<file path="config.mk">
export PLATFORM = sky130hd
export DESIGN_NAME = alu_issue_wb_flat
export DESIGN_NICKNAME = d
export VERILOG_FILES = /design/src/rtl/alu_issue_wb_if.sv /design/src/rtl/alu_issue_wb.sv /design/src/flat_wrapper.sv
export SDC_FILE = /design/constraint.sdc
export NUM_CORES = 1
export LEC_CHECK = 0
export CAP_MARGIN = 20
export CORE_ASPECT_RATIO = 0.9
export CORE_MARGIN = 1
export CORE_UTILIZATION = 50
export DETAILED_ROUTE_END_ITERATION = 12
export PLACE_DENSITY = 0.81
export SKIP_CTS_REPAIR_TIMING = 1
export SYNTH_ARGS = -nofsm -noshare
export SYNTH_HDL_FRONTEND = slang
export SYNTH_SLANG_ARGS = --single-unit
</file>
<file path="constraint.sdc">
create_clock -name clk -period 13.2 [get_ports clk]
set_clock_uncertainty 0.2 [all_clocks]
set_input_delay 1.98 -clock clk [delete_from_list [all_inputs] [get_ports clk]]
set_output_delay 1.98 -clock clk [all_outputs]
set_load 0.005 [all_outputs]
</file>
<file path="src/rtl/alu_issue_wb_if.sv">
// Bundle of the instruction, ALU, writeback, status and debug signals of the
// decode/issue/writeback stage. The master side is the environment (the
// instruction source plus the ALU). The slave side is the stage itself.
interface alu_issue_wb_if #(
  parameter int CNT_W = 16
);
  logic             instr_valid;
  logic [15:0]      instr;
  logic             instr_ready;
  logic [3:0]       alu_codop;
  logic [15:0]      alu_data_a;
  logic [15:0]      alu_data_b;
  logic [15:0]      alu_out;
  logic             alu_neg;
  logic             alu_zero;
  logic             alu_overflow;
  logic             wb_valid;
  logic [3:0]       wb_rd;
  logic [15:0]      wb_data;
  logic             flag_n;
  logic             flag_z;
  logic             flag_v;
  logic [CNT_W-1:0] retired_count;
  logic [3:0]       dbg_addr;
  logic [15:0]      dbg_data;

  modport master (
    output instr_valid, instr, alu_out, alu_neg, alu_zero, alu_overflow, dbg_addr,
    input  instr_ready, alu_codop, alu_data_a, alu_data_b, wb_valid, wb_rd, wb_data,
           flag_n, flag_z, flag_v, retired_count, dbg_data
  );

  modport slave (
    input  instr_valid, instr, alu_out, alu_neg, alu_zero, alu_overflow, dbg_addr,
    output instr_ready, alu_codop, alu_data_a, alu_data_b, wb_valid, wb_rd, wb_data,
           flag_n, flag_z, flag_v, retired_count, dbg_data
  );
endinterface

</file>
<file path="src/rtl/alu_issue_wb.sv">
// Decode, operand issue and writeback around an external registered 16-bit ALU.
// D holds the instruction whose operands are being presented to the ALU. W holds
// the instruction whose result is on alu_out. Forwarding from W into D lets
// dependent instructions issue back-to-back without stalling.
module alu_issue_wb #(
  parameter int NREGS = 16,
  parameter int CNT_W = 16
) (
  input  logic         clk,
  input  logic         rst,
  alu_issue_wb_if.slave bus
);

  localparam logic [3:0] OP_ADD  = 4'd0;
  localparam logic [3:0] OP_SUB  = 4'd1;
  localparam logic [3:0] OP_SLTI = 4'd2;
  localparam logic [3:0] OP_AND  = 4'd3;
  localparam logic [3:0] OP_OR   = 4'd4;
  localparam logic [3:0] OP_XOR  = 4'd5;
  localparam logic [3:0] OP_ANDI = 4'd6;
  localparam logic [3:0] OP_ORI  = 4'd7;
  localparam logic [3:0] OP_XORI = 4'd8;
  localparam logic [3:0] OP_ADDI = 4'd9;
  localparam logic [3:0] OP_SUBI = 4'd10;

  // The ALU's default case produces zero for this code, so it doubles as "idle".
  localparam logic [3:0] CODOP_IDLE = 4'd15;

  // Architectural state
  logic [15:0]      regs_q [NREGS];
  logic             flag_n_q, flag_n_d;
  logic             flag_z_q, flag_z_d;
  logic             flag_v_q, flag_v_d;
  logic [CNT_W-1:0] cnt_q, cnt_d;

  // D stage
  logic             d_v_q, d_v_d;
  logic [15:0]      d_instr_q, d_instr_d;

  // W stage
  logic             w_v_q, w_v_d;
  logic             w_we_q, w_we_d;
  logic [3:0]       w_rd_q, w_rd_d;
  logic             w_ov_q, w_ov_d;

  logic [3:0]  d_op, d_rd, d_rs, d_rt;
  logic        d_is_r, d_is_i, d_we;
  logic        w_fwd_en;
  logic [15:0] rs_val, rt_val;
  logic [3:0]  codop;
  logic [15:0] data_a, data_b;
  logic        commit;
  logic        wb_en;
  logic        accept;

  assign d_op = d_instr_q[15:12];
  assign d_rd = d_instr_q[11:8];
  assign d_rs = d_instr_q[7:4];
  assign d_rt = d_instr_q[3:0];

  // Classify the instruction held in D; anything outside both classes is a NOP.
  always_comb begin
    d_is_r = 1'b0;
    d_is_i = 1'b0;
    case (d_op)
      OP_ADD, OP_SUB, OP_AND, OP_OR, OP_XOR:                d_is_r = 1'b1;
      OP_SLTI, OP_ANDI, OP_ORI, OP_XORI, OP_ADDI, OP_SUBI: d_is_i = 1'b1;
      default: ;
    endcase
  end

  assign d_we = d_is_r | d_is_i;

  // W's result is still on alu_out and not yet in the register file.
  assign w_fwd_en = w_v_q & w_we_q;

  // Source read with R0 hard-wired to zero and bypass from W.
  always_comb begin
    rs_val = 16'd0;
    if (d_rs != 4'd0) begin
      if (w_fwd_en && (w_rd_q == d_rs)) rs_val = bus.alu_out;
      else                              rs_val = regs_q[d_rs];
    end
  end

  // Second source read, same rules as the first.
  always_comb begin
    rt_val = 16'd0;
    if (d_rt != 4'd0) begin
      if (w_fwd_en && (w_rd_q == d_rt)) rt_val = bus.alu_out;
      else                              rt_val = regs_q[d_rt];
    end
  end

  // ALU drive: R-type feeds rt on port a, so the ALU's sub yields rs - rt.
  always_comb begin
    codop  = CODOP_IDLE;
    data_a = 16'd0;
    data_b = 16'd0;
    if (d_v_q) begin
      codop = d_op;
      if (d_is_r) begin
        data_a = rt_val;
        data_b = rs_val;
      end else if (d_is_i) begin
        data_a = rs_val;
        data_b = {12'd0, d_rt};
      end
    end
  end

  assign bus.alu_codop  = codop;
  assign bus.alu_data_a = data_a;
  assign bus.alu_data_b = data_b;

  // No stalls: the stage is ready whenever reset is released.
  assign bus.instr_ready = ~rst;
  assign accept          = bus.instr_valid;

  // Next state of D and W.
  always_comb begin
    d_v_d     = accept;
    d_instr_d = accept ? bus.instr : d_instr_q;
    w_v_d     = d_v_q;
    w_we_d    = d_v_q & d_we;
    w_rd_d    = d_rd;
    w_ov_d    = bus.alu_overflow;
  end

  // Writes to R0 are dropped, but flags and the counter still update for it.
  assign commit = w_v_q & w_we_q;
  assign wb_en  = commit & (w_rd_q != 4'd0);

  assign bus.wb_valid = wb_en;
  assign bus.wb_rd    = w_rd_q;
  assign bus.wb_data  = bus.alu_out;

  // Next state of the status flags and retired counter.
  always_comb begin
    flag_n_d = flag_n_q;
    flag_z_d = flag_z_q;
    flag_v_d = flag_v_q;
    cnt_d    = cnt_q;
    if (commit) begin
      flag_n_d = bus.alu_neg;
      flag_z_d = bus.alu_zero;
      flag_v_d = w_ov_q;
      cnt_d    = cnt_q + {{(CNT_W-1){1'b0}}, 1'b1};
    end
  end

  // Pipeline registers; reset discards anything in flight.
  always_ff @(posedge clk or posedge rst) begin
    if (rst) begin
      d_v_q     <= 1'b0;
      d_instr_q <= 16'd0;
      w_v_q     <= 1'b0;
      w_we_q    <= 1'b0;
      w_rd_q    <= 4'd0;
      w_ov_q    <= 1'b0;
    end else begin
      d_v_q     <= d_v_d;
      d_instr_q <= d_instr_d;
      w_v_q     <= w_v_d;
      w_we_q    <= w_we_d;
      w_rd_q    <= w_rd_d;
      w_ov_q    <= w_ov_d;
    end
  end

  // Committed flags and retired-instruction count.
  always_ff @(posedge clk or posedge rst) begin
    if (rst) begin
      flag_n_q <= 1'b0;
      flag_z_q <= 1'b0;
      flag_v_q <= 1'b0;
      cnt_q    <= '0;
    end else begin
      flag_n_q <= flag_n_d;
      flag_z_q <= flag_z_d;
      flag_v_q <= flag_v_d;
      cnt_q    <= cnt_d;
    end
  end

  // Register file write port, fed straight from the ALU output.
  always_ff @(posedge clk or posedge rst) begin
    if (rst) begin
      for (int i = 0; i < NREGS; i++) regs_q[i] <= 16'd0;
    end else if (wb_en) begin
      regs_q[w_rd_q] <= bus.alu_out;
    end
  end

  assign bus.flag_n        = flag_n_q;
  assign bus.flag_z        = flag_z_q;
  assign bus.flag_v        = flag_v_q;
  assign bus.retired_count = cnt_q;

  // Debug port sees only committed register contents.
  assign bus.dbg_data = regs_q[bus.dbg_addr];

endmodule

</file>
<file path="src/flat_wrapper.sv">
// flat-port wrapper written by rule: the top's interface ports become plain ports
module alu_issue_wb_flat 
#(
  parameter int NREGS = 16,
  parameter int CNT_W = 16
)
  (clk, rst, bus_instr_valid, bus_instr, bus_alu_out, bus_alu_neg, bus_alu_zero, bus_alu_overflow, bus_dbg_addr, bus_instr_ready, bus_alu_codop, bus_alu_data_a, bus_alu_data_b, bus_wb_valid, bus_wb_rd, bus_wb_data, bus_flag_n, bus_flag_z, bus_flag_v, bus_retired_count, bus_dbg_data);
  alu_issue_wb_if #(.CNT_W(CNT_W)) bus_i ();
  input  logic clk;
  input  logic rst;
  input wire logic [$bits(bus_i.instr_valid)-1:0] bus_instr_valid;
  input wire logic [$bits(bus_i.instr)-1:0] bus_instr;
  input wire logic [$bits(bus_i.alu_out)-1:0] bus_alu_out;
  input wire logic [$bits(bus_i.alu_neg)-1:0] bus_alu_neg;
  input wire logic [$bits(bus_i.alu_zero)-1:0] bus_alu_zero;
  input wire logic [$bits(bus_i.alu_overflow)-1:0] bus_alu_overflow;
  input wire logic [$bits(bus_i.dbg_addr)-1:0] bus_dbg_addr;
  output wire logic [$bits(bus_i.instr_ready)-1:0] bus_instr_ready;
  output wire logic [$bits(bus_i.alu_codop)-1:0] bus_alu_codop;
  output wire logic [$bits(bus_i.alu_data_a)-1:0] bus_alu_data_a;
  output wire logic [$bits(bus_i.alu_data_b)-1:0] bus_alu_data_b;
  output wire logic [$bits(bus_i.wb_valid)-1:0] bus_wb_valid;
  output wire logic [$bits(bus_i.wb_rd)-1:0] bus_wb_rd;
  output wire logic [$bits(bus_i.wb_data)-1:0] bus_wb_data;
  output wire logic [$bits(bus_i.flag_n)-1:0] bus_flag_n;
  output wire logic [$bits(bus_i.flag_z)-1:0] bus_flag_z;
  output wire logic [$bits(bus_i.flag_v)-1:0] bus_flag_v;
  output wire logic [$bits(bus_i.retired_count)-1:0] bus_retired_count;
  output wire logic [$bits(bus_i.dbg_data)-1:0] bus_dbg_data;
  assign bus_i.instr_valid = bus_instr_valid;
  assign bus_i.instr = bus_instr;
  assign bus_i.alu_out = bus_alu_out;
  assign bus_i.alu_neg = bus_alu_neg;
  assign bus_i.alu_zero = bus_alu_zero;
  assign bus_i.alu_overflow = bus_alu_overflow;
  assign bus_i.dbg_addr = bus_dbg_addr;
  assign bus_instr_ready = bus_i.instr_ready;
  assign bus_alu_codop = bus_i.alu_codop;
  assign bus_alu_data_a = bus_i.alu_data_a;
  assign bus_alu_data_b = bus_i.alu_data_b;
  assign bus_wb_valid = bus_i.wb_valid;
  assign bus_wb_rd = bus_i.wb_rd;
  assign bus_wb_data = bus_i.wb_data;
  assign bus_flag_n = bus_i.flag_n;
  assign bus_flag_z = bus_i.flag_z;
  assign bus_flag_v = bus_i.flag_v;
  assign bus_retired_count = bus_i.retired_count;
  assign bus_dbg_data = bus_i.dbg_data;
  alu_issue_wb #(.NREGS(NREGS), .CNT_W(CNT_W)) u_core (.clk(clk), .rst(rst), .bus(bus_i));
endmodule
</file>
== After elaboration in Yosys (flattened, before gate mapping) ==
Index checks and enable logic that the tools add are counted.

* Muxes and demuxes: 25
* Reductions and logical operators: 9
* Bitwise gates (word level): 9
* Eq/ne operators: 12
* Add/sub/neg operators: 1
* Order comparisons: 5

{| class="wikitable"
|+ Operators with widths
! operator !! number
|-
| $bwmux W256 || 1
|-
| $mux W16 || 16
|-
| $bmux W16 S4 || 3
|-
| $demux W16 S4 || 1
|-
| $ge A5 B5 Y1 const B || 4
|-
| $not A4 Y5 || 4
|-
| $add A16 B1 Y16 const B || 1
|-
| $eq A4 B3 Y1 const B || 4
|-
| $eq A4 B4 Y1 const B || 3
|-
| $reduce_bool A4 Y1 || 3
|-
| $eq A4 B2 Y1 const B || 2
|-
| $eq A4 B4 Y1 || 2
|-
| $mux W4 || 2
|-
| $reduce_or A6 Y1 || 1
|-
| $lt A5 B1 Y1 const B || 1
|-
| $reduce_or A5 Y1 || 1
|-
| $eq A4 B1 Y1 const B || 1
|-
| $logic_not A4 Y1 || 1
|-
| $and A1 B1 Y1 || 3
|-
| $logic_and A1 B1 Y1 || 3
|-
| $mux W1 || 2
|-
| $not A1 Y1 || 1
|-
| $or A1 B1 Y1 || 1
|}

* Input port bits: 42
* Register bits: 299
* Output and inout port bits: 93

== Depth between registers and ports, before layout ==
Gate-level depths: netlist of the first run.

* Depth in word-level cells: 9
* Depth in mapped cells: 9
* Mapped depth without buffers: 6

== Worst setup path before layout of the first run ==
OpenSTA, ideal clock, no wires.

* Kind: input-to-output
* Start: input rst
* End: output bus_instr_ready
* Arrival: 8.142 ns
* Stages on the path: 1
* Slack: 2.878 ns
* Required time: 11.020 ns
* Path through: inv_1

* Cells in the longest elaborated chain, start to end: 1

{| class="wikitable"
|+ RTL lines
! item !! RTL line !! source
|-
| start: declaration || flat_wrapper.sv:10 || <nowiki>input logic rst;</nowiki>
|-
| $not A1 Y1 || alu_issue_wb.sv:117 || <nowiki>assign bus.instr_ready = ~rst;</nowiki>
|-
| end: declaration || flat_wrapper.sv:18 || <nowiki>output wire logic [$bits(bus_i.instr_ready)-1:0] bus_instr_ready;</nowiki>
|}

No other way between the ends.

== Worst setup path after layout of the first run ==
* Start: input bus_dbg_addr[0]
* End: output bus_dbg_data[8]

* Cells in the longest elaborated chain, start to end: 4

{| class="wikitable"
|+ RTL lines
! item !! RTL line !! source
|-
| start: declaration || flat_wrapper.sv:17 || <nowiki>input wire logic [$bits(bus_i.dbg_addr)-1:0] bus_dbg_addr;</nowiki>
|-
| $not A4 Y5 (not written as such) || alu_issue_wb.sv:201 || <nowiki>assign bus.dbg_data = regs_q[bus.dbg_addr];</nowiki>
|-
| $bmux W16 S4 || alu_issue_wb.sv:201 ||
|-
| $mux W16 (not written as such) (2 in a row) || alu_issue_wb.sv:201 ||
|-
| end: declaration || flat_wrapper.sv:29 || <nowiki>output wire logic [$bits(bus_i.dbg_data)-1:0] bus_dbg_data;</nowiki>
|}

No other way between the ends. The select of a mux whose other input is x is not followed.

==> impl_table.tex, run 1 <==
\begin{tabular}{lr}
\hline
Metric & Value \\
\hline
\multicolumn{2}{l}{\textbf{Yosys}} \\
\quad Distinct cell type count after synthesis & 57 \\
\quad Top-count cell post-synth & dfrtp\_1 \\
\quad Dominant cells by area after synthesis & dfrtp\_1, mux4\_2, mux2\_2, nand2\_1, mux2\_1 \\
\quad Seq cells post-synth & 299 \\
\quad Synth cell count leaders & dfrtp\_1, mux2\_2, mux4\_2, nand2\_1, clkbuf\_1 \\
\quad Fraction of synthesis flops using an asynchronous set or reset pin & 100\% \\
\quad Per-instance average area after synthesis & 13.8 um\^{}2 \\
\quad Proportion of netlist area held by the largest area contributor & 41.8\% \\
\quad Count of yosys warnings during synthesis & 0 \\
\quad Leading register cell type out of synthesis & dfrtp\_1 \\
\quad Number of standard cells after synthesis & 1298 \\
\quad Sequential fraction of the synthesis area & 41.8\% \\
\quad Number of enable flip-flop cells after synthesis & 0 \\
\quad Library cell occupying the most area in the post-synthesis netlist & dfrtp\_1 \\
\quad Synthesized net count & 1341 \\
\quad Synthesized cell area & 17900 um\^{}2 \\
\multicolumn{2}{l}{\textbf{Final layout}} \\
\quad Fraction of layout cells with a size suffix above 1 & 38.0\% \\
\quad Area overhead of the layout relative to synthesis & 13.9\% \\
\quad Final instance area & 20400 um\^{}2 \\
\quad Ant. Diodes & 0 \\
\quad Filler cell count & 2714 \\
\quad Post-layout net count & 1385 \\
\quad Final core area utilization & 58.0\% \\
\multicolumn{2}{l}{\textbf{Hold path}} \\
\quad Hold Crit Class & reg2reg \\
\quad Cell count of the worst hold path & 0 \\
\quad Worst hold path endpoint & u\_core.bus.wb\_rd[1] \\
\quad Min-Delay Startpoint & u\_core.d\_instr\_q[9] \\
\multicolumn{2}{l}{\textbf{CTS}} \\
\quad Root Buffer Master & clkbuf\_16 \\
\quad Clock insertion delay at the later pin of the skew report & 540 ps \\
\quad Clock-pin slew on the worst setup and hold paths & 60 ps \\
\quad H-tree depth & 2 \\
\quad Count of clock tree sinks & 299 \\
\quad Clock tree from TritonCTS & yes \\
\quad Number of buffers created by CTS & 34 \\
\quad Maximum buffer depth of the clock tree & 3 \\
\multicolumn{2}{l}{\textbf{Setup path}} \\
\quad Flop2flop setup slack & 10290 ps \\
\quad Largest delay contributor family on the critical path & buffers and inverters \\
\quad Data required time of the worst path & 11020 ps \\
\quad Setup Crit Path Kind & in2out \\
\quad Reg2Reg Depth & 4 \\
\quad CP peak stage delay & 780 ps \\
\quad Endpoint of the lowest-slack register-to-register path & u\_core.regs\_q[195] \\
\quad Origin of the critical flop-to-flop path & u\_core.bus.wb\_rd[1] \\
\quad Crit-path max FO & 45 \\
\quad CP Capture Type & output port \\
\quad Logic depth of the worst setup path including buffers & 5 \\
\quad Ordered cell list for the critical path & buf\_4 > buf\_4 > mux4\_2 > mux4\_2 > clkdlybuf4s50\_1 \\
\quad Data arrival at the endpoint of the critical path & 4780 ps \\
\quad CP Launch Type & input port \\
\quad Slowest stage cell on the critical path & buf\_4 \\
\quad Buffering stage count on the worst path with inverters included & 3 \\
\multicolumn{2}{l}{\textbf{Timing}} \\
\quad Minimum clock period & 6960 ps \\
\quad Setup repair after global routing missed its margin & false \\
\quad Period utilization & 52.7\% \\
\quad Relative slew margins & 12.9\% \\
\quad Maximum clock rate & 0.144 GHz \\
\quad Transition time at the pin with the least slew margin & 1310 ps \\
\quad Count of endpoints failing hold in the final timing report & 0 \\
\quad Max Transition Viols Final & 0 \\
\quad Final TNS setup & 0 ps \\
\quad Final number of setup-violating endpoints & 0 \\
\multicolumn{2}{l}{\textbf{Floorplan}} \\
\quad Floorplan die width & 202 um \\
\quad Initial Util & 50.9\% \\
\quad Top-level I/O count & 135 \\
\quad Vertical extent of the die & 182 um \\
\quad Die Footprint & 36600 um\^{}2 \\
\quad Site Rows & 65 \\
\quad Core area & 35200 um\^{}2 \\
\multicolumn{2}{l}{\textbf{Power and ir drop}} \\
\quad Leakage Power & 8.26 nW \\
\quad Power density over the cells & 163 nW/um\^{}2 \\
\quad Maximum VDD drop & 0.0000998 V \\
\quad Total Power Consumption & 3.34 mW \\
\multicolumn{2}{l}{\textbf{Global route}} \\
\quad Via count of the first global-routing pass & 13100 \\
\quad Total track usage & 30.0\% \\
\quad Aggregate global routing overflow & 0 \\
\quad First-pass GRT wire length & 82100 um \\
\quad Number of antenna violations at the first check in global routing & 0 \\
\quad Largest net degree at the start of global routing & 173 \\
\multicolumn{2}{l}{\textbf{Job}} \\
\quad Maxcap violations & 0 \\
\multicolumn{2}{l}{\textbf{Routing}} \\
\quad Total Routed Length & 54000 um \\
\quad Iteration count of the initial detailed-routing pass & 7 \\
\quad Post-detailed-route count of antenna-violating nets & 0 \\
\quad Via Count & 13000 \\
\quad Initial drt markers & 1845 \\
\quad Routed wire per std cell & 29.5 um \\
\quad Number of design rule violations left after detail routing & 0 \\
\quad Via/cell ratio & 7.10 \\
\multicolumn{2}{l}{\textbf{Placement}} \\
\quad Weighted congestion reported at the end of routability-driven placement & 0.883 \\
\quad Count of input and output buffers & 134 \\
\quad HPWL Detailed & 31700 um \\
\quad Area of placed instances & 19300 um\^{}2 \\
\multicolumn{2}{l}{\textbf{Outcome}} \\
\quad Run status & finished clean \\
\hline
\end{tabular}
==> metrics by stage <==
| stage | setup slack [ps] | cells | hold slack (ps) |
|---|---|---|---|
| finish | 6240 | 1833 | 169 |
| CTS | 6190 | 1833 | 172 |
| detailed placement | 6200 | 1775 | 159 |
| global route | 6070 | 1833 | 179 |
| global placement | 6220 | 1775 | 153 |
| floorplan | 2720 | 1298 | 150 |
==> sequential cells by signal, indices dropped and copies added (netlist names) <==
name	flops
u_core.w_we_q	1
u_core.bus.flag_n	1
u_core.regs_q	256
u_core.w_ov_q	1
u_core.d_instr_q	16
u_core.bus.wb_rd	4
u_core.bus.retired_count	16
u_core.d_v_q	1
u_core.bus.flag_z	1
u_core.w_v_q	1
u_core.bus.flag_v	1
==> cell usage in the layout, fill, tap and decap left out, drive strengths merged, types with 4 or more instances in the layout <==
cell           count
nand2b            10
dfrtp            299
a221oi             6
clkbuf            43
clkinv             8
a31oi             13
o21ai             28
mux4             203
nand4              7
clkdlybuf4s50    132
mux2             239
nor2              34
a21oi             22
nand3             20
and2               4
nand2            109
o2111a             5
nor3               5
inv               10
xnor2             15
a32oi             13
o22ai             29
xor2               8
and3               5
mux2i             15
buf               28
a22oi             19
==> per-layer routing <==
metal  routed length (um)  vias to the layer above  GRT usage, %
li1                     -                     5102             -
met1                20400                     6671          41.6
met5                    0                        -             0
met2                24000                     1017          43.7
met4                 2930                        0          15.2
met3                 6710                      227          8.27
==> power by group <==
group	internal, mW	leakage, nW	total [mW]	switching [mW]
Combinational	0.604	3.93	0.972	0.368
Sequential	1.14	3.77	1.40	0.257
Clock	0.568	0.552	0.966	0.398
==> layout make-up <==
type,instances,area [um^2],share of cell area [%]
multi-input cells,839,9630,47.2
flip-flops and latches,299,7490,36.7
repair buffers,160,1540,7.55
clock buffers,43,945,4.63
well taps,469,587,2.88
clock inverters,15,181,0.889
inverters,8,37.5,0.184
==> how the worst max path moves through the flow <==
stage | to | from | slack, ps
6_report | bus_dbg_data[8] | bus_dbg_addr[0] | 6240
5_1_grt | bus_dbg_data[4] | bus_dbg_addr[0] | 6070
4_1_cts | bus_dbg_data[7] | bus_dbg_addr[0] | 6190
3_5_place_dp | bus_dbg_data[7] | bus_dbg_addr[0] | 6200
3_3_place_gp | bus_dbg_data[4] | bus_dbg_addr[0] | 6220
2_1_floorplan | u_core.bus.flag_n | rst | 2720
==> logic make-up after synthesis <==
logic type / share of synthesized area [%]
AO/OA/AOI/OAI: 5.47
flip-flops: 41.8
XOR/XNOR: 1.12
adder cells (fa/ha/maj): 0.0698
AND/OR/NAND/NOR: 5.45
multiplexers: 41.4
buffers and inverters: 4.75
No activity file was read; power rests on OpenSTA's default activity.
==> inputs of run 2 (changes only) <==
--- a/config.mk
+++ b/config.mk
@@ -10,7 +10,7 @@
 export CORE_MARGIN = 1
 export CORE_UTILIZATION = 50
 export DETAILED_ROUTE_END_ITERATION = 12
-export PLACE_DENSITY = 0.81
+export PLACE_DENSITY = 0.84
 export SKIP_CTS_REPAIR_TIMING = 1
 export SYNTH_ARGS = -nofsm -noshare
 export SYNTH_HDL_FRONTEND = slang
==> constraint.sdc (replaced) <==
create_clock -name clk -period 6 [get_ports clk]
set_clock_uncertainty 0.2 [all_clocks]
set_input_delay 0.9 -clock clk [delete_from_list [all_inputs] [get_ports clk]]
set_output_delay 0.9 -clock clk [all_outputs]
set_load 0.005 [all_outputs]
==> impl_table.tex, run 2 (synthesized netlist as in run 1, its figures left out) <==
\begin{tabular}{lr}
\hline
Metric & Value \\
\hline
\multicolumn{2}{l}{\textbf{Setup path}} \\
\quad Start point of the critical path & u\_core.d\_instr\_q[7] (was bus\_dbg\_addr[0]) \\
\quad Endpoint of the lowest-slack register-to-register path & u\_core.regs\_q[103] (was u\_core.regs\_q[195]) \\
\quad Data required time of the worst path & 4900 ps (was 11020 ps) \\
\quad Reg2Reg Depth & 5 (was 4) \\
\quad CP peak stage delay & 840 ps (was 780 ps) \\
\quad Largest delay contributor family on the critical path & simple AND/OR/NAND/NOR gates (was buffers and inverters) \\
\quad CP Launch Type & flip-flop (was input port) \\
\quad Data arrival at the endpoint of the critical path & 4180 ps (was 4780 ps) \\
\quad Crit-path max FO & 23 (was 45) \\
\quad Slowest stage cell on the critical path & dfrtp\_2 (was buf\_4) \\
\quad Setup Crit Path Kind & reg2out (was in2out) \\
\quad Buffering stage count on the worst path with inverters included & 2 (was 3) \\
\quad CP Capture Type & output port (unchanged) \\
\quad Flop2flop setup slack & 3060 ps (was 10290 ps) \\
\quad Ordered cell list for the critical path & buf\_4 > xnor2\_1 > nand3\_1 > nor2\_2 > nand4\_1 > a31oi\_1 > clkdlybuf4s50\_1 (was buf\_4 > buf\_4 > mux4\_2 > mux4\_2 > clkdlybuf4s50\_1) \\
\quad Origin of the critical flop-to-flop path & u\_core.w\_we\_q (was u\_core.bus.wb\_rd[1]) \\
\multicolumn{2}{l}{\textbf{Timing}} \\
\quad Transition time at the pin with the least slew margin & 1220 ps (was 1310 ps) \\
\quad Final number of setup-violating endpoints & 0 (unchanged) \\
\quad Minimum clock period & 5280 ps \\
\quad Relative slew margins & 18.4\% (was 12.9\%) \\
\quad Setup repair after global routing missed its margin & false (unchanged) \\
\quad Count of endpoints failing hold in the final timing report & 0 (unchanged) \\
\quad Max Transition Viols Final & 0 (unchanged) \\
\quad Period utilization & 88.0\% \\
\quad Final TNS setup & 0 ps (unchanged) \\
\quad Post-route setup slack & 722 ps (was 6240 ps) \\
\quad Maximum clock rate & 0.189 GHz \\
\multicolumn{2}{l}{\textbf{Routing}} \\
\quad Number of design rule violations left after detail routing & 0 (unchanged) \\
\quad Total Routed Length & 53700 um (was 54000 um) \\
\quad Post-detailed-route count of antenna-violating nets & 0 (unchanged) \\
\quad Via/cell ratio & 7.02 (was 7.10) \\
\quad Initial drt markers & 1665 (was 1845) \\
\quad Routed wire per std cell & 29.2 um (was 29.5 um) \\
\quad Via Count & 12900 (was 13000) \\
\quad Iteration count of the initial detailed-routing pass & 6 (was 7) \\
\multicolumn{2}{l}{\textbf{Final layout}} \\
\quad Area overhead of the layout relative to synthesis & 13.8\% (was 13.9\%) \\
\quad Most used cells in the layout excluding fill and tap cells & dfrtp\_1, mux2\_2, mux4\_2 (unchanged) \\
\quad Final core area utilization & 57.9\% (was 58.0\%) \\
\quad Post-layout net count & 1390 (was 1385) \\
\quad Ant. Diodes & 0 (unchanged) \\
\quad Most frequent standard cell in the layout excluding fill and tap cells & dfrtp\_1 (unchanged) \\
\quad Most flops, register & u\_core.regs\_q (unchanged) \\
\quad Count of placed standard cells in the final layout, fillers left out & 1838 (was 1833) \\
\quad Max reg flops & 256 (unchanged) \\
\quad Fraction of layout cells with a size suffix above 1 & 38.0\% (about the same) \\
\multicolumn{2}{l}{\textbf{Floorplan}} \\
\quad Floorplan die width & 202 um (unchanged) \\
\quad Site Rows & 65 (unchanged) \\
\quad Vertical extent of the die & 182 um (unchanged) \\
\quad Initial Util & 50.9\% (unchanged) \\
\quad Die Footprint & 36600 um\^{}2 (unchanged) \\
\quad Top-level I/O count & 135 (unchanged) \\
\quad Core area & 35200 um\^{}2 (unchanged) \\
\multicolumn{2}{l}{\textbf{CTS}} \\
\quad Number of buffers created by CTS & 30 (was 34) \\
\quad Count of clock tree sinks & 299 (unchanged) \\
\quad Root Buffer Master & clkbuf\_16 (unchanged) \\
\quad Clock insertion delay at the later pin of the skew report & 570 ps (was 540 ps) \\
\quad H-tree depth & 1 (was 2) \\
\quad Clock tree from TritonCTS & yes (unchanged) \\
\quad Clock-pin slew on the worst setup and hold paths & 70 ps (was 60 ps) \\
\quad Maximum buffer depth of the clock tree & 3 (unchanged) \\
\multicolumn{2}{l}{\textbf{Power and ir drop}} \\
\quad Leakage Power & 8.25 nW (was 8.26 nW) \\
\quad Total Power Consumption & 7.20 mW (was 3.34 mW) \\
\quad Power density over the cells & 353 nW/um\^{}2 (was 163 nW/um\^{}2) \\
\quad Maximum VDD drop & 0.000276 V (was 0.0000998 V) \\
\multicolumn{2}{l}{\textbf{Global route}} \\
\quad First-pass GRT wire length & 82200 um (was 82100 um) \\
\quad Aggregate global routing overflow & 0 (unchanged) \\
\quad Largest net degree at the start of global routing & 139 (was 173) \\
\quad Via count of the first global-routing pass & 13000 (was 13100) \\
\quad Total track usage & 29.8\% (was 30.0\%) \\
\quad Number of antenna violations at the first check in global routing & 0 (unchanged) \\
\multicolumn{2}{l}{\textbf{Placement}} \\
\quad Weighted congestion reported at the end of routability-driven placement & 0.961 (was 0.883) \\
\quad Count of input and output buffers & 134 (unchanged) \\
\quad Worst setup timing slack at the placement stage & 1450 ps (was 6200 ps) \\
\quad Cell Count Post-Placement & 1783 (was 1775) \\
\quad HPWL Detailed & 34000 um (was 31700 um) \\
\multicolumn{2}{l}{\textbf{Job}} \\
\quad Maxcap violations & 0 (unchanged) \\
\multicolumn{2}{l}{\textbf{Hold path}} \\
\quad Hold Crit Class & reg2reg (unchanged) \\
\quad Min-Delay Startpoint & u\_core.d\_instr\_q[10] (was u\_core.d\_instr\_q[9]) \\
\quad Worst hold path endpoint & u\_core.bus.wb\_rd[2] (was u\_core.bus.wb\_rd[1]) \\
\quad Cell count of the worst hold path & 0 (unchanged) \\
\multicolumn{2}{l}{\textbf{Outcome}} \\
\quad Run status & finished clean (unchanged) \\
\hline
\end{tabular}
-- run 2: changes by cell type in the layout (fill, tap and decap cells not counted), sizes merged --
cell / before / now
clkinvlp: 2 / 5
inv: 10 / 7
clkinv: 8 / 4
bufinv: 3 / 4
clkbuf: 43 / 42
buf: 28 / 37
-- run 2: per-layer routing --
layer	track usage (%)	up-vias	share of wire (%)
li1	-	5109	-
met1	40.6	6571	37
met2	44.0	1013	45
met3	9.82	213	13
met4	12.2	0	4.5
met5	0	-	0
-- run 2: metrics by stage --
step | area [um^2] | hold slack [ps]
after floorplan | 17900 | 150
after global placement | 19300 | 152
final | 20400 | 173
after global routing | 20400 | 193
after CTS | 20400 | 172
after detailed placement | 19300 | 157
-- run 2: worst max path at each step --
stage	cells past startpoint	slack, ps	endpoint
2_1_floorplan	1	400	bus_instr_ready
6_report	7	720	bus_alu_data_b[3]
3_5_place_dp	5	1450	bus_dbg_data[8]
3_3_place_gp	5	1480	bus_dbg_data[12]
4_1_cts	7	840	bus_alu_data_a[14]
5_1_grt	7	650	bus_alu_data_b[3]
-- run 2: report_power, final --
part / internal, mW / switching (mW) / leakage [nW]
Clock: 1.17 / 0.824 / 0.492
Sequential: 2.51 / 0.582 / 3.77
Combinational: 1.33 / 0.783 / 3.99
-- run 2: layout make-up --
type	count	area, um^2
inverter	8	33.8
clock inverter	12	174
sequential	299	7490
fill	2669	14800
multi-input combinational	839	9610
clock buffer	42	857
timing repair buffer	169	1650
tap	469	587
==> inputs of run 3 (changes only) <==
--- a/config.mk
+++ b/config.mk
@@ -10,7 +10,8 @@
 export CORE_MARGIN = 1
 export CORE_UTILIZATION = 50
 export DETAILED_ROUTE_END_ITERATION = 12
-export PLACE_DENSITY = 0.84
+export PLACE_DENSITY = 0.81
+export SETUP_SLACK_MARGIN = 0.3
 export SKIP_CTS_REPAIR_TIMING = 1
 export SYNTH_ARGS = -nofsm -noshare
 export SYNTH_HDL_FRONTEND = slang
==> constraint.sdc (replaced) <==
create_clock -name clk -period 5.1 [get_ports clk]
set_clock_uncertainty 0.2 [all_clocks]
set_input_delay 0.765 -clock clk [delete_from_list [all_inputs] [get_ports clk]]
set_output_delay 0.765 -clock clk [all_outputs]
set_load 0.005 [all_outputs]
==> impl_table.tex, run 3 (synthesized netlist as in run 1, its figures left out) <==
\begin{tabular}{lr}
\hline
Metric & Value \\
\hline
\multicolumn{2}{l}{\textbf{Setup path}} \\
\quad CP Capture Type & output port (unchanged) \\
\quad Data arrival at the endpoint of the critical path & 3670 ps (was 4180 ps) \\
\quad Data required time of the worst path & 4140 ps (was 4900 ps) \\
\quad CP Launch Type & flip-flop (unchanged) \\
\quad Setup Crit Path Kind & reg2out (unchanged) \\
\quad Crit-path max FO & 17 (was 23) \\
\multicolumn{2}{l}{\textbf{Placement}} \\
\quad Cell Count Post-Placement & 1796 (was 1783) \\
\quad Worst setup timing slack at the placement stage & 993 ps (was 1450 ps) \\
\quad Weighted congestion reported at the end of routability-driven placement & 0.893 (was 0.961) \\
\quad Count of input and output buffers & 134 (unchanged) \\
\quad HPWL Detailed & 33400 um (was 34000 um) \\
\multicolumn{2}{l}{\textbf{Hold path}} \\
\quad Hold Crit Class & reg2reg (unchanged) \\
\multicolumn{2}{l}{\textbf{Timing}} \\
\quad Transition time at the pin with the least slew margin & 1050 ps (was 1220 ps) \\
\quad Minimum clock period & 4640 ps \\
\quad Max Transition Viols Final & 0 (unchanged) \\
\quad Post-route setup slack & 464 ps (was 722 ps) \\
\quad Maximum clock rate & 0.216 GHz \\
\quad Setup repair after global routing missed its margin & false (unchanged) \\
\quad Final number of setup-violating endpoints & 0 (unchanged) \\
\quad Relative slew margins & 29.5\% (was 18.4\%) \\
\quad Count of endpoints failing hold in the final timing report & 0 (unchanged) \\
\quad Final TNS setup & 0 ps (unchanged) \\
\quad Period utilization & 90.9\% \\
\multicolumn{2}{l}{\textbf{Final layout}} \\
\quad Area overhead of the layout relative to synthesis & 15.5\% (was 13.8\%) \\
\quad Most flops, register & u\_core.regs\_q (unchanged) \\
\quad Count of placed standard cells in the final layout, fillers left out & 1858 (was 1838) \\
\quad Ant. Diodes & 0 (unchanged) \\
\quad Post-layout net count & 1409 (was 1390) \\
\quad Most frequent standard cell in the layout excluding fill and tap cells & dfrtp\_1 (unchanged) \\
\quad Fraction of layout cells with a size suffix above 1 & 39.1\% (was 38.0\%) \\
\quad Final core area utilization & 58.8\% (was 57.9\%) \\
\quad Most used cells in the layout excluding fill and tap cells & dfrtp\_1, mux2\_2, mux4\_2 (unchanged) \\
\quad Max reg flops & 256 (unchanged) \\
\multicolumn{2}{l}{\textbf{CTS}} \\
\quad Clock tree from TritonCTS & yes (unchanged) \\
\quad Root Buffer Master & clkbuf\_16 (unchanged) \\
\quad Clock-pin slew on the worst setup and hold paths & 60 ps (was 70 ps) \\
\quad Maximum buffer depth of the clock tree & 3 (unchanged) \\
\quad Clock insertion delay at the later pin of the skew report & 530 ps (was 570 ps) \\
\quad Number of buffers created by CTS & 34 (was 30) \\
\quad Count of clock tree sinks & 299 (unchanged) \\
\quad H-tree depth & 2 (was 1) \\
\multicolumn{2}{l}{\textbf{Global route}} \\
\quad First-pass GRT wire length & 83300 um (was 82200 um) \\
\quad Total track usage & 30.5\% (was 29.8\%) \\
\quad Number of antenna violations at the first check in global routing & 0 (unchanged) \\
\quad Via count of the first global-routing pass & 13200 (was 13000) \\
\quad Largest net degree at the start of global routing & 84 (was 139) \\
\quad Aggregate global routing overflow & 0 (unchanged) \\
\multicolumn{2}{l}{\textbf{Power and ir drop}} \\
\quad Leakage Power & 8.42 nW (was 8.25 nW) \\
\quad Power density over the cells & 420 nW/um\^{}2 (was 353 nW/um\^{}2) \\
\quad Maximum VDD drop & 0.000276 V (about the same) \\
\multicolumn{2}{l}{\textbf{Routing}} \\
\quad Post-detailed-route count of antenna-violating nets & 0 (unchanged) \\
\quad Number of design rule violations left after detail routing & 0 (unchanged) \\
\quad Via/cell ratio & 7.01 (was 7.02) \\
\quad Via Count & 13000 (was 12900) \\
\quad Routed wire per std cell & 29.3 um (was 29.2 um) \\
\quad Total Routed Length & 54500 um (was 53700 um) \\
\quad Iteration count of the initial detailed-routing pass & 5 (was 6) \\
\quad Initial drt markers & 1668 (was 1665) \\
\multicolumn{2}{l}{\textbf{Floorplan}} \\
\quad Initial Util & 50.9\% (unchanged) \\
\quad Core area & 35200 um\^{}2 (unchanged) \\
\quad Floorplan die width & 202 um (unchanged) \\
\quad Die Footprint & 36600 um\^{}2 (unchanged) \\
\quad Top-level I/O count & 135 (unchanged) \\
\quad Site Rows & 65 (unchanged) \\
\quad Vertical extent of the die & 182 um (unchanged) \\
\multicolumn{2}{l}{\textbf{Job}} \\
\quad Maxcap violations & 0 (unchanged) \\
\multicolumn{2}{l}{\textbf{Outcome}} \\
\quad Run status & finished clean (unchanged) \\
\hline
\end{tabular}
==> run 3: changes by cell type in the layout (fill, tap and decap cells not counted), sizes merged <==
cell / before / now
buf: 37 / 52
bufinv: 4 / 2
clkbuf: 42 / 49
clkinv: 4 / 7
clkinvlp: 5 / 1
inv: 7 / 8
==> run 3: path summary, 6_finish.rpt <==
kind | startpoint | endpoint | slack, ps | depth (start not counted)
min | u_core.d_instr_q[9] | u_core.bus.wb_rd[1] | 170 | 0
min reg2reg | u_core.d_instr_q[9] | u_core.bus.wb_rd[1] | 170 | 0
min in group asynchronous | rst | u_core.d_instr_q[6] | 490 | 3
max | u_core.d_instr_q[7] | bus_alu_data_a[7] | 460 | 8
max reg2reg | u_core.bus.wb_rd[1] | u_core.regs_q[228] | 2340 | 4
max in group asynchronous | rst | u_core.regs_q[215] | 2820 | 4
==> run 3: area by class of cell <==
type                            count  area, um^2
Tap cell                          469         587
Clock buffer                       49        1050
Sequential cell                   299        7500
Clock inverter                     10         104
Fill cell                        2685       14500
Timing Repair Buffer              184        1790
Inverter                            8        33.8
Multi-Input combinational cell    839        9630
==> run 3: power by group <==
part,internal (mW),leakage [nW],switching [mW],total [mW]
logic,1.58,4.07,0.965,2.55
registers,2.96,3.77,0.641,3.60
clock network,1.53,0.578,1.01,2.54
total,6.07,8.42,2.61,8.68
==> run 3: worst max-delay path, cell delays in order, from the launching register on <==
cell and delay (ps):
dfrtp_2 680, or4_1 180, buf_4 180, o2111ai_1 200, nor3_2 570, buf_4 310
nand2_1 70, a32oi_1 360, clkdlybuf4s50_1 590
==> run 3: routing by layer <==
layer  GRT usage (%)  part of all wire, %  up-vias
li1                -                    -     5164
met1            41.1                   37     6649
met2            44.6                   45     1017
met3            10.6                   13      203
met4            13.8                  4.6        0
met5               0                    0        -
==> run 3: through the flow <==
stage	cell area [um^2]	total power [mW]	hold slack, ps
after floorplan	17900	5.26	150
after global placement	19500	5.98	152
after detailed placement	19500	6.10	159
after CTS	20600	8.65	176
after global routing	20700	9.04	178
final	20700	8.68	169
==> edit, RTL diff (flow settings as in run 1) <==
`NREGS` is set to 16 in 2 places; all go to 8.
--- a/src/rtl/alu_issue_wb.sv
+++ b/src/rtl/alu_issue_wb.sv
@@ -3,7 +3,7 @@
 // the instruction whose result is on alu_out. Forwarding from W into D lets
 // dependent instructions issue back-to-back without stalling.
 module alu_issue_wb #(
-  parameter int NREGS = 16,
+  parameter int NREGS = 8,
   parameter int CNT_W = 16
 ) (
   input  logic         clk,
--- a/src/flat_wrapper.sv
+++ b/src/flat_wrapper.sv
@@ -1,7 +1,7 @@
 // flat-port wrapper written by rule: the top's interface ports become plain ports
 module alu_issue_wb_flat 
 #(
-  parameter int NREGS = 16,
+  parameter int NREGS = 8,
   parameter int CNT_W = 16
 )
   (clk, rst, bus_instr_valid, bus_instr, bus_alu_out, bus_alu_neg, bus_alu_zero, bus_alu_overflow, bus_dbg_addr, bus_instr_ready, bus_alu_codop, bus_alu_data_a, bus_alu_data_b, bus_wb_valid, bus_wb_rd, bus_wb_data, bus_flag_n, bus_flag_z, bus_flag_v, bus_retired_count, bus_dbg_data);
Check against the original RTL: not equivalent (a bounded check fails within 4 cycles, from zero or initial values and one cycle with rst high).
==> edit against run 1 <==
Global-route usage decreased by 2.5 points. Routed wire length decreased by 49%. Maximum frequency increased by 11%. Count of clock-buffer cells in the layout decreased by 25. Cell area decreased by 40%. Synthesized area decreased by 43%. Power decreased by 41%. Highest routed layer unchanged. Sequential cell count decreased by 128. Setup slack improved by 0.71 ns. Sequential power decreased by 44%.
==> edit: results (changes against run 1) <==
status = complete, no violations
iteration-0 DRC count of the detailed router = 856 (-54%)
M1 GR Usage = 35.7% (-6.0 points)
ant diodes = 1 (+1)
Critical Path Fanout Max = 32 (-29%)
Non-clock buffers = 151 (-5.6%)
largest net degree at the start of global routing = 67 (-61%)
vias in the first global route = 7418 (-44%)
Clk. pwr = 544 uW (-44%)
top cells by count, synth = mux2_2, dfrtp_1, mux4_2
RR Endpoint = u_core.regs_q[35]$_DFFE_PP0P_
worst setup path start = bus_dbg_addr[1]
reg2reg start = u_core.bus.wb_rd[3]$_DFF_PP0_
non-clk buf share = 12.2% (+4.6 points)
cts bufs inserted = 17 (-50%)
#MultiIn Comb = 466 (-44%)
wire length on met2 = 13.6 mm (-43%)
H-tree levels = 4 (+2)
Post-Layout Cell Count = 1079 (-41%)
max reg flops = 128 (-50%)
Clock Buffer Count = 18 (-58%)
PortBufs = 133 (-0.75%)
Setup crit end = bus_dbg_data[11]
Unique masters post-synth = 40 (-30%)
dpl ws = 6.97 ns (+0.776 ns)
wire length on met1 = 10.8 mm (-47%)
synth top area cells = dfrtp_1, mux4_2, mux2_2, buf_4, xnor2_1
Seq pwr share = 40.1% (-1.8 points)
FILL cells = 1527 (-44%)
vias = 7227 (-44%)
Synth Area in Compound Gates = 5.01% (-0.46 points)
sw frac = 29.8% (-0.84 points)
Endpoint, Worst Hold = u_core.bus.wb_rd[0]$_DFF_PP0_
==> edit: cell types whose count changed in the layout (fill, tap and decap cells not counted), moves of 15 or more <==
cell and change:
o32ai_1 +16, o31ai_1 +20, mux4_2 -106, a22oi_1 -19
dfrtp_1 -126, mux2i_1 -15, o21ai_0 -23, nor2_1 -20
nand2_1 -85, o22ai_1 -29, mux2_1 -27, mux2_2 -37
nor3_1 +26, clkbuf_16 -17
==> edit: through the flow <==
step | power [uW] | hold slack (ns) | utilization (%) | cell area [um2]
global route | 2050 | 0.192 | 60.9 | 12200
CTS | 1960 | 0.178 | 60.8 | 12200
finish | 1960 | 0.172 | 60.9 | 12200
floorplan | 1190 | 0.150 | - | 10200
detailed placement | 1410 | 0.163 | 57.6 | 11500
global placement | 1380 | 0.154 | 57.6 | 11500
==> edit: critical path: stages <==
cell and delay, ns:
clkdlybuf4s50_1 0.46, buf_4 0.45, mux4_2 0.41, mux2_2 0.30, clkdlybuf4s50_1 0.46
